==> config.mk <==
export PLATFORM = sky130hd
export DESIGN_NAME = logic_unit_arbiter
export DESIGN_NICKNAME = d
export VERILOG_FILES = /design/src/rtl/logic_unit_pkg.sv /design/src/rtl/logic_op_unit.sv /design/src/rtl/or_gate_8bit.sv /design/src/rtl/logic_unit_arbiter.sv
export SDC_FILE = /design/constraint.sdc
export NUM_CORES = 1
export LEC_CHECK = 0
export CORE_MARGIN = 5
export CORE_UTILIZATION = 30
export DETAILED_ROUTE_END_ITERATION = 10
export HOLD_SLACK_MARGIN = 0.05
export SETUP_SLACK_MARGIN = 0.1
export SLEW_MARGIN = 20
export SYNTH_ARGS = -nofsm -noshare
export SYNTH_HDL_FRONTEND = slang
export SYNTH_HIERARCHICAL = 1
export SYNTH_SLANG_ARGS = --single-unit
==> constraint.sdc <==
create_clock -name clk -period 3.8 [get_ports clk]
set_input_delay 0.76 -clock clk [delete_from_list [all_inputs] [get_ports clk]]
set_output_delay 0.76 -clock clk [all_outputs]
set_load 0.005 [all_outputs]
==> src/rtl/logic_unit_pkg.sv <==
// Shared types for the two-port bitwise logic unit arbiter: opcodes, FSM
// encoding and the default datapath width.
package logic_unit_pkg;

  localparam int DEFAULT_WIDTH = 8;

  typedef enum logic [1:0] {
    OP_AND = 2'b00,
    OP_OR  = 2'b01,
    OP_XOR = 2'b10,
    OP_NOT = 2'b11
  } op_e;

  typedef enum logic [1:0] {
    ST_IDLE = 2'b00,
    ST_EXEC = 2'b01,
    ST_RESP = 2'b10
  } state_e;

endpackage

==> src/rtl/logic_op_unit.sv <==
// Combinational WIDTH-bit AND/OR/XOR/NOT mux; the OR path uses the existing
// 8-bit gate array when the width matches.
module logic_op_unit
  import logic_unit_pkg::*;
#(
  parameter int WIDTH = DEFAULT_WIDTH
) (
  input  op_e              op,
  input  logic [WIDTH-1:0] a,
  input  logic [WIDTH-1:0] b,
  output logic [WIDTH-1:0] y
);

  logic [WIDTH-1:0] or_y;

  generate
    if (WIDTH == 8) begin : g_or8
      or_gate_8bit u_or (
        .a(a),
        .b(b),
        .y(or_y)
      );
    end else begin : g_or_generic
      assign or_y = a | b;
    end
  endgenerate

  // NOT ignores b entirely and inverts all WIDTH bits of a.
  always_comb begin
    y = '0;
    case (op)
      OP_AND:  y = a & b;
      OP_OR:   y = or_y;
      OP_XOR:  y = a ^ b;
      OP_NOT:  y = ~a;
      default: y = '0;
    endcase
  end

endmodule

==> src/rtl/or_gate_8bit.sv <==
// Existing 8-bit OR gate array from the bitwise gate datapath.
module or_gate_8bit (
  input  logic [7:0] a,
  input  logic [7:0] b,
  output logic [7:0] y
);

  assign y = a | b;

endmodule

==> src/rtl/logic_unit_arbiter.sv <==
// Round-robin sharing of one bitwise logic unit between two requesters,
// sequenced IDLE -> EXEC -> RESP with a registered valid/ready response.
module logic_unit_arbiter
  import logic_unit_pkg::*;
#(
  parameter int WIDTH = DEFAULT_WIDTH,
  parameter int CNT_W = 16
) (
  input  logic             clk,
  input  logic             rst,
  input  logic [1:0]       req_valid,
  output logic [1:0]       req_ready,
  input  logic [1:0]       req_op0,
  input  logic [1:0]       req_op1,
  input  logic [WIDTH-1:0] req_a0,
  input  logic [WIDTH-1:0] req_b0,
  input  logic [WIDTH-1:0] req_a1,
  input  logic [WIDTH-1:0] req_b1,
  output logic             rsp_valid,
  input  logic             rsp_ready,
  output logic [WIDTH-1:0] rsp_y,
  output logic             rsp_id,
  output logic             rsp_zero,
  output logic             busy,
  output logic [CNT_W-1:0] done_cnt
);

  localparam logic [1:0] S_IDLE = ST_IDLE;
  localparam logic [1:0] S_EXEC = ST_EXEC;
  localparam logic [1:0] S_RESP = ST_RESP;

  logic [1:0]       state;
  logic             last_grant;
  logic             grant;
  logic             accept;
  op_e              op_q;
  logic [WIDTH-1:0] a_q;
  logic [WIDTH-1:0] b_q;
  logic             id_q;
  logic [WIDTH-1:0] unit_y;

  // On a tie the requester that did not win last time gets the unit.
  always_comb begin
    grant = 1'b0;
    case (req_valid)
      2'b10:   grant = 1'b1;
      2'b11:   grant = ~last_grant;
      default: grant = 1'b0;
    endcase
  end

  assign req_ready = (!rst && state == S_IDLE) ?
                     (req_valid & (grant ? 2'b10 : 2'b01)) : 2'b00;
  assign accept    = |req_ready;
  assign rsp_valid = (state == S_RESP);
  assign busy      = (state != S_IDLE);

  logic_op_unit #(.WIDTH(WIDTH)) u_op (
    .op(op_q),
    .a (a_q),
    .b (b_q),
    .y (unit_y)
  );

  always_ff @(posedge clk) begin
    if (rst) begin
      state      <= S_IDLE;
      last_grant <= 1'b1;
      op_q       <= OP_AND;
      a_q        <= '0;
      b_q        <= '0;
      id_q       <= 1'b0;
      rsp_y      <= '0;
      rsp_id     <= 1'b0;
      rsp_zero   <= 1'b0;
      done_cnt   <= '0;
    end else begin
      case (state)
        S_IDLE: begin
          if (accept) begin
            op_q  <= grant ? op_e'(req_op1) : op_e'(req_op0);
            a_q   <= grant ? req_a1 : req_a0;
            b_q   <= grant ? req_b1 : req_b0;
            id_q  <= grant;
            state <= S_EXEC;
          end
        end
        S_EXEC: begin
          rsp_y    <= unit_y;
          rsp_zero <= (unit_y == '0);
          rsp_id   <= id_q;
          state    <= S_RESP;
        end
        S_RESP: begin
          // Response fields stay frozen until the consumer takes them.
          if (rsp_ready) begin
            last_grant <= rsp_id;
            done_cnt   <= done_cnt + CNT_W'(1);
            state      <= S_IDLE;
          end
        end
        default: state <= S_IDLE;
      endcase
    end
  end

endmodule

==> results of run 1 <==
## cell type report
cell class                 count  area, um2
timing repair buffer          73        718
multi-input combinational    193       1390
clock buffer                   6       82.6
inverter                      12       45.0
tap                          105        131
clock inverter                 2       38.8
fill                         800       4770
sequential                    48        961
## where the power goes
part	total [mW]	internal (mW)	switching, mW
Sequential	0.559	0.530	0.0284
Combinational	0.205	0.120	0.0851
Clock	0.389	0.215	0.173
## per-layer routing
metal	vias up	track usage	part of all wire
li1	1072	-	-
met5	-	0	0
met3	4	0.0256	0.054
met2	49	0.162	0.46
met1	920	0.142	0.48
met4	0	0.0352	0.012
## cells in the mapped netlist, drive strengths merged
library cell,instances
a211o,1
a211oi,18
a21boi,1
a21oi,14
a22oi,1
a31o,1
and2,2
and3,2
and4,1
and4b,1
buf,9
clkbuf,7
dfxtp,48
ha,9
inv,12
mux2,1
mux2i,18
mux4,8
nand2,26
nand2b,3
nand3,9
nand4,4
nand4b,1
nor2,38
nor2b,3
nor3,1
nor4,5
o21a,1
o21ai,2
o31ai,1
or2,8
or3,1
or4,2
xnor2,6
xor2,4
## worst paths after layout
path	endpoint	slack [ps]	cells past startpoint
setup / recovery	req_ready[1]	940	4
hold / removal	rsp_zero$_SDFFE_PP0N_	450	2
setup reg to reg	rsp_zero$_SDFFE_PP0N_	1970	4
hold reg to reg	rsp_zero$_SDFFE_PP0N_	450	2
## worst max-delay path: stages
cell             delay (ps)
clkdlybuf4s50_1         480
a21boi_2                210
and2_1                  140
clkdlybuf4s50_1         510
## registers in the layout (all words and copies together), names as in the netlist
signal,count
rsp_zero,1
rsp_id,1
a_q,8
id_q,1
last_grant,1
state,2
op_q,2
b_q,8
done_cnt,16
rsp_y,8
## logic make-up after synthesis
logic type,Yosys count,share of synthesized area
AOI/OAI and AO/OA,40,0.106
muxes,27,0.152
xor gates and xnor gates,10,0.0354
and+or+nand+nor,107,0.221
DFF,48,0.388
adders and majority gates,9,0.0455
buffers and inverters,28,0.0530
## through the flow
stage / util / instances
finish: 0.414 / 439
detailed placement: 0.399 / 431
global placement: 0.399 / 431
floorplan: - / 269
global route: 0.414 / 439
CTS: 0.414 / 439
==> impl_metrics.py, run 1 <==
metrics = {
    "run_status": {
        "status": "finished clean",
    },
    "sta": {
        "skew_ps": 7.98,
        "rsz0062_at_grt": "no",
        "min_period_ps": 2860,
        "timing.setup.tns_ps": 0,
        "fin_ws_ps": 940,
        "whs_ps": 455,
        "worst_pin_slew_ps": 658,
        "relSlewSlack": 0.560,
        "max_freq_ghz": 0.350,
        "drv_slew": 0,
        "setup_viol": 0,
        "period_share": 0.753,
        "finalHoldViolCount": 0,
    },
    "layout": {
        "drive_gt1_frac": 0.0778,
        "final_common_cell": "clkdlybuf4s50_1",
        "fin_area_um2": 3370,
        "n_antenna_cell": 0,
        "syn_to_final_growth_pct": 35.9,
        "layout.nets": 383,
        "final_cell_mix": "clkdlybuf4s50_1 (69), dfxtp_1 (48), nor2_1 (38), nand2_1 (26)",
    },
    "synth": {
        "yosysWarnings": 6,
        "syn_area_per_cell_um2": 9.21,
        "synth_top_area_frac": 0.388,
        "synth_cells": 269,
        "synth-seq-cells": 48,
        "synth_cell_type_count": 41,
        "ys_top_cells_by_area": "dfxtp_1 (39%), mux2i_1 (7.3%), mux4_2 (7.3%)",
        "yosysTopAreaCell": "dfxtp_1",
        "syn_nets": 319,
        "seq_area_frac_synth": 0.388,
        "syn-cell-area_um2": 2480,
    },
    "global_route": {
        "grt_util_all_layers": 0.105,
        "grt_pass1_wl_um": 8690,
        "grt.overflow.total": 0,
        "grt_pass1_vias": 1860,
        "grt_max_degree": 51,
        "antenna_found_initial": 0,
    },
    "floorplan": {
        "die_x_um": 101,
        "die-area_um2": 10200,
        "num_rows": 33,
        "fp.dieH_um": 101,
        "start_util": 0.305,
        "io_pins": 71,
        "coreArea_um2": 8130,
    },
    "cts": {
        "root_buffer": "clkbuf_8",
        "cts_setup_buffers": 0,
        "h-tree-depth": 2,
        "cts_sinks": 48,
        "path_clk_slew_ps": 80,
        "cts_buffers": 5,
        "clock_path_buffers": 2,
        "ctsResizeCount": 0,
        "clock_latency_ps": 300,
        "cts_tree": "yes",
        "ctsHoldBuffers": 0,
    },
    "power_and_ir_drop": {
        "power.leakage_nw": 1.24,
        "vdd_drop_max_mv": 0.169,
        "powerDensity_nw_per_um2": 343,
        "power.total_mw": 1.15,
    },
    "worst_hold_path": {
        "worst_hold_startpoint": "rsp_zero$_SDFFE_PP0N_",
        "worstHoldPathType": "reg2reg",
    },
    "critical_path": {
        "worstPathArrival_ps": 2100,
        "critical_path.startpoint": "req_valid[0]",
        "worstSetupStartpointType": "input port",
        "crit_required_ps": 3040,
        "critPathMaxFanout": 4,
        "crit_type": "in2out",
        "rr_startpoint": "op_q[0]$_SDFFE_PP0P_",
        "cp-end-kind": "output pin",
    },
    "detailed_routing": {
        "firstDrtPassIters": 4,
        "wire_per_inst_um": 12.1,
        "postRouteAntennaNets": 0,
        "wl_um": 5300,
        "drc_errors": 0,
        "via_per_inst": 4.66,
        "drt-initial-drc-count": 57,
        "num_vias": 2045,
    },
    "place": {
        "numPortBuffers": 70,
        "dp_hpwl_um": 4110,
        "placedInstanceArea_um2": 3240,
        "preCtsSetupSlack_ps": 952,
        "routabilityCongestion": 0.765,
    },
    "run": {
        "drv_cap": 0,
    },
}
Note: power is estimated with default switching activity, not from simulation.
==> run 2, diff against run 1 <==
clock period = 2.7 ns   (was 3.8 ns; I/O delays follow)
==> run 2 against run 1 <==
Compared with the run above:
- clock skew increased by 1.6 ps
- sequential share of layout area increased by 0.085 points
- clock-buffer cell count decreased by 1
- total power increased by 39%
- register-to-register slack got worse by 1100 ps
- worst setup slack got worse by 650 ps
- cell count unchanged
- largest cell class unchanged
- critical endpoint unchanged
==> impl_metrics.py, run 2 (synthesized netlist as in run 1, its figures left out) <==
metrics = {
    "power_and_ir_drop": {
        "pwr-share-seq": 0.492,
        "vdd_drop_max_mv": 0.223,
        "switching_share": 0.255,
        "power_frac_clock": 0.327,
        "p_sw_mw": 0.408,
        "power_frac_comb": 0.181,
        "powerDensity_nw_per_um2": 476,
        "power.total_mw": 1.60,
        "internal-power_mw": 1.19,
        "power.leakage_nw": 1.23,
    },
    "sta": {
        "period_share": 0.891,
        "setup_viol": 0,
        "max_freq_ghz": 0.416,
        "whs_ps": 458,
        "min_period_ps": 2410,
        "worst_pin_slew_ps": 655,
        "timing.setup.tns_ps": 0,
        "relSlewSlack": 0.563,
        "finalHoldViolCount": 0,
        "skew_ps": 9.56,
        "rsz0062_at_grt": "no",
        "drv_slew": 0,
    },
    "layout": {
        "final_cell_mix": "clkdlybuf4s50_1 (69), dfxtp_1 (48), nor2_1 (38), nand2_1 (26)",
        "regArea_um2": 961,
        "drive_gt1_frac": 0.0778,
        "layout.nets": 383,
        "n_antenna_cell": 0,
        "regMostFlops": "done_cnt",
        "multi_input_area_um2": 1390,
        "stdcell_count": 439,
        "largest_reg_flops": 16,
        "final_common_cell": "clkdlybuf4s50_1",
        "n_fill_cell": 819,
        "syn_to_final_growth_pct": 35.5,
    },
    "critical_path": {
        "critPathMaxFanout": 4,
        "worstPathArrival_ps": 1870,
        "worstSetupStartpointType": "input port",
        "crit_required_ps": 2160,
        "cp-end-kind": "output pin",
        "crit_type": "in2out",
    },
    "global_route": {
        "top_usage_layer": "met2",
        "grt.overflow.total": 0,
        "antenna_found_initial": 0,
        "grt_util_all_layers": 0.108,
        "grt_pass1_vias": 1858,
        "met3_usage": 0.0311,
        "grt_pass1_wl_um": 8890,
        "grtUsageMet1": 0.151,
        "use_met2": 0.158,
        "grt_max_degree": 51,
    },
    "place": {
        "dp_hpwl_um": 4130,
        "dp.cells": 431,
        "numPortBuffers": 70,
        "routabilityCongestion": 0.755,
    },
    "detailed_routing": {
        "firstDrtPassIters": 4,
        "wire_per_inst_um": 12.1,
        "drt-initial-drc-count": 44,
        "drc_errors": 0,
        "via_per_inst": 4.64,
        "num_vias": 2037,
        "postRouteAntennaNets": 0,
        "wl_um": 5320,
    },
    "run": {
        "drv_cap": 0,
    },
    "cts": {
        "clock_latency_ps": 300,
        "path_clk_slew_ps": 90,
        "cts_buffers": 5,
        "ctsResizeCount": 0,
        "cts_setup_buffers": 0,
        "cts_tree": "yes",
        "root_buffer": "clkbuf_8",
        "cts_sinks": 48,
        "clock_path_buffers": 2,
        "h-tree-depth": 2,
        "ctsHoldBuffers": 0,
    },
    "floorplan": {
        "die-area_um2": 10200,
        "fp.dieH_um": 101,
        "start_util": 0.305,
        "coreArea_um2": 8130,
        "die_x_um": 101,
        "num_rows": 33,
        "io_pins": 71,
    },
    "worst_hold_path": {
        "worstHoldPathType": "reg2reg",
    },
    "run_status": {
        "status": "finished clean",
    },
}
## run 2: cell types whose count changed in the layout (fill, tap and decap cells not counted), sizes merged
| cell | before | now |
|---|---|---|
| clkinvlp | 0 | 1 |
| clkbuf | 6 | 5 |
## run 2: final timing paths
check	startpoint	end	slack, ps	depth (start not counted)
setup / recovery	req_valid[0]	req_ready[1]	290	4
hold reg to reg	rsp_y[0]$_SDFFE_PP0N_	rsp_y[0]$_SDFFE_PP0N_	460	2
hold / removal	rsp_y[0]$_SDFFE_PP0N_	rsp_y[0]$_SDFFE_PP0N_	460	2
setup reg to reg	op_q[0]$_SDFFE_PP0P_	rsp_zero$_SDFFE_PP0N_	830	4
## run 2: critical path: stages
cell             delay (ps)
clkdlybuf4s50_1         470
a21boi_2                200
and2_1                  140
clkdlybuf4s50_1         500
## run 2: cell type report
cell class,instances,area share
Tap cell,105,0.0391
Sequential cell,48,0.286
Inverter,12,0.0134
Clock buffer,5,0.0205
Clock inverter,3,0.0127
Timing Repair Buffer,73,0.214
Multi-Input combinational cell,193,0.414
## run 2: layer usage
metal / vias to the layer above / share of wire
met4: 0 / 0.015
met5: - / 0
met2: 44 / 0.44
met3: 7 / 0.048
li1: 1072 / -
met1: 914 / 0.49
## run 2: power by group through the flow
stage / Clock, mW / Sequential (mW) / Combinational [mW]
CTS: 0.537 / 0.788 / 0.294
global route: 0.568 / 0.795 / 0.327
detailed placement: 0 / 0.805 / 0.294
finish: 0.523 / 0.787 / 0.289
global placement: 0 / 0.803 / 0.288
floorplan: 0 / 0.788 / 0.192
## run 2: through the flow
stage	setup slack [ps]	utilization	area, um2
after CTS	287	0.413	3360
after detailed placement	291	0.399	3240
after floorplan	973	-	2480
after global routing	207	0.413	3360
after global placement	340	0.399	3240
final	294	0.413	3360
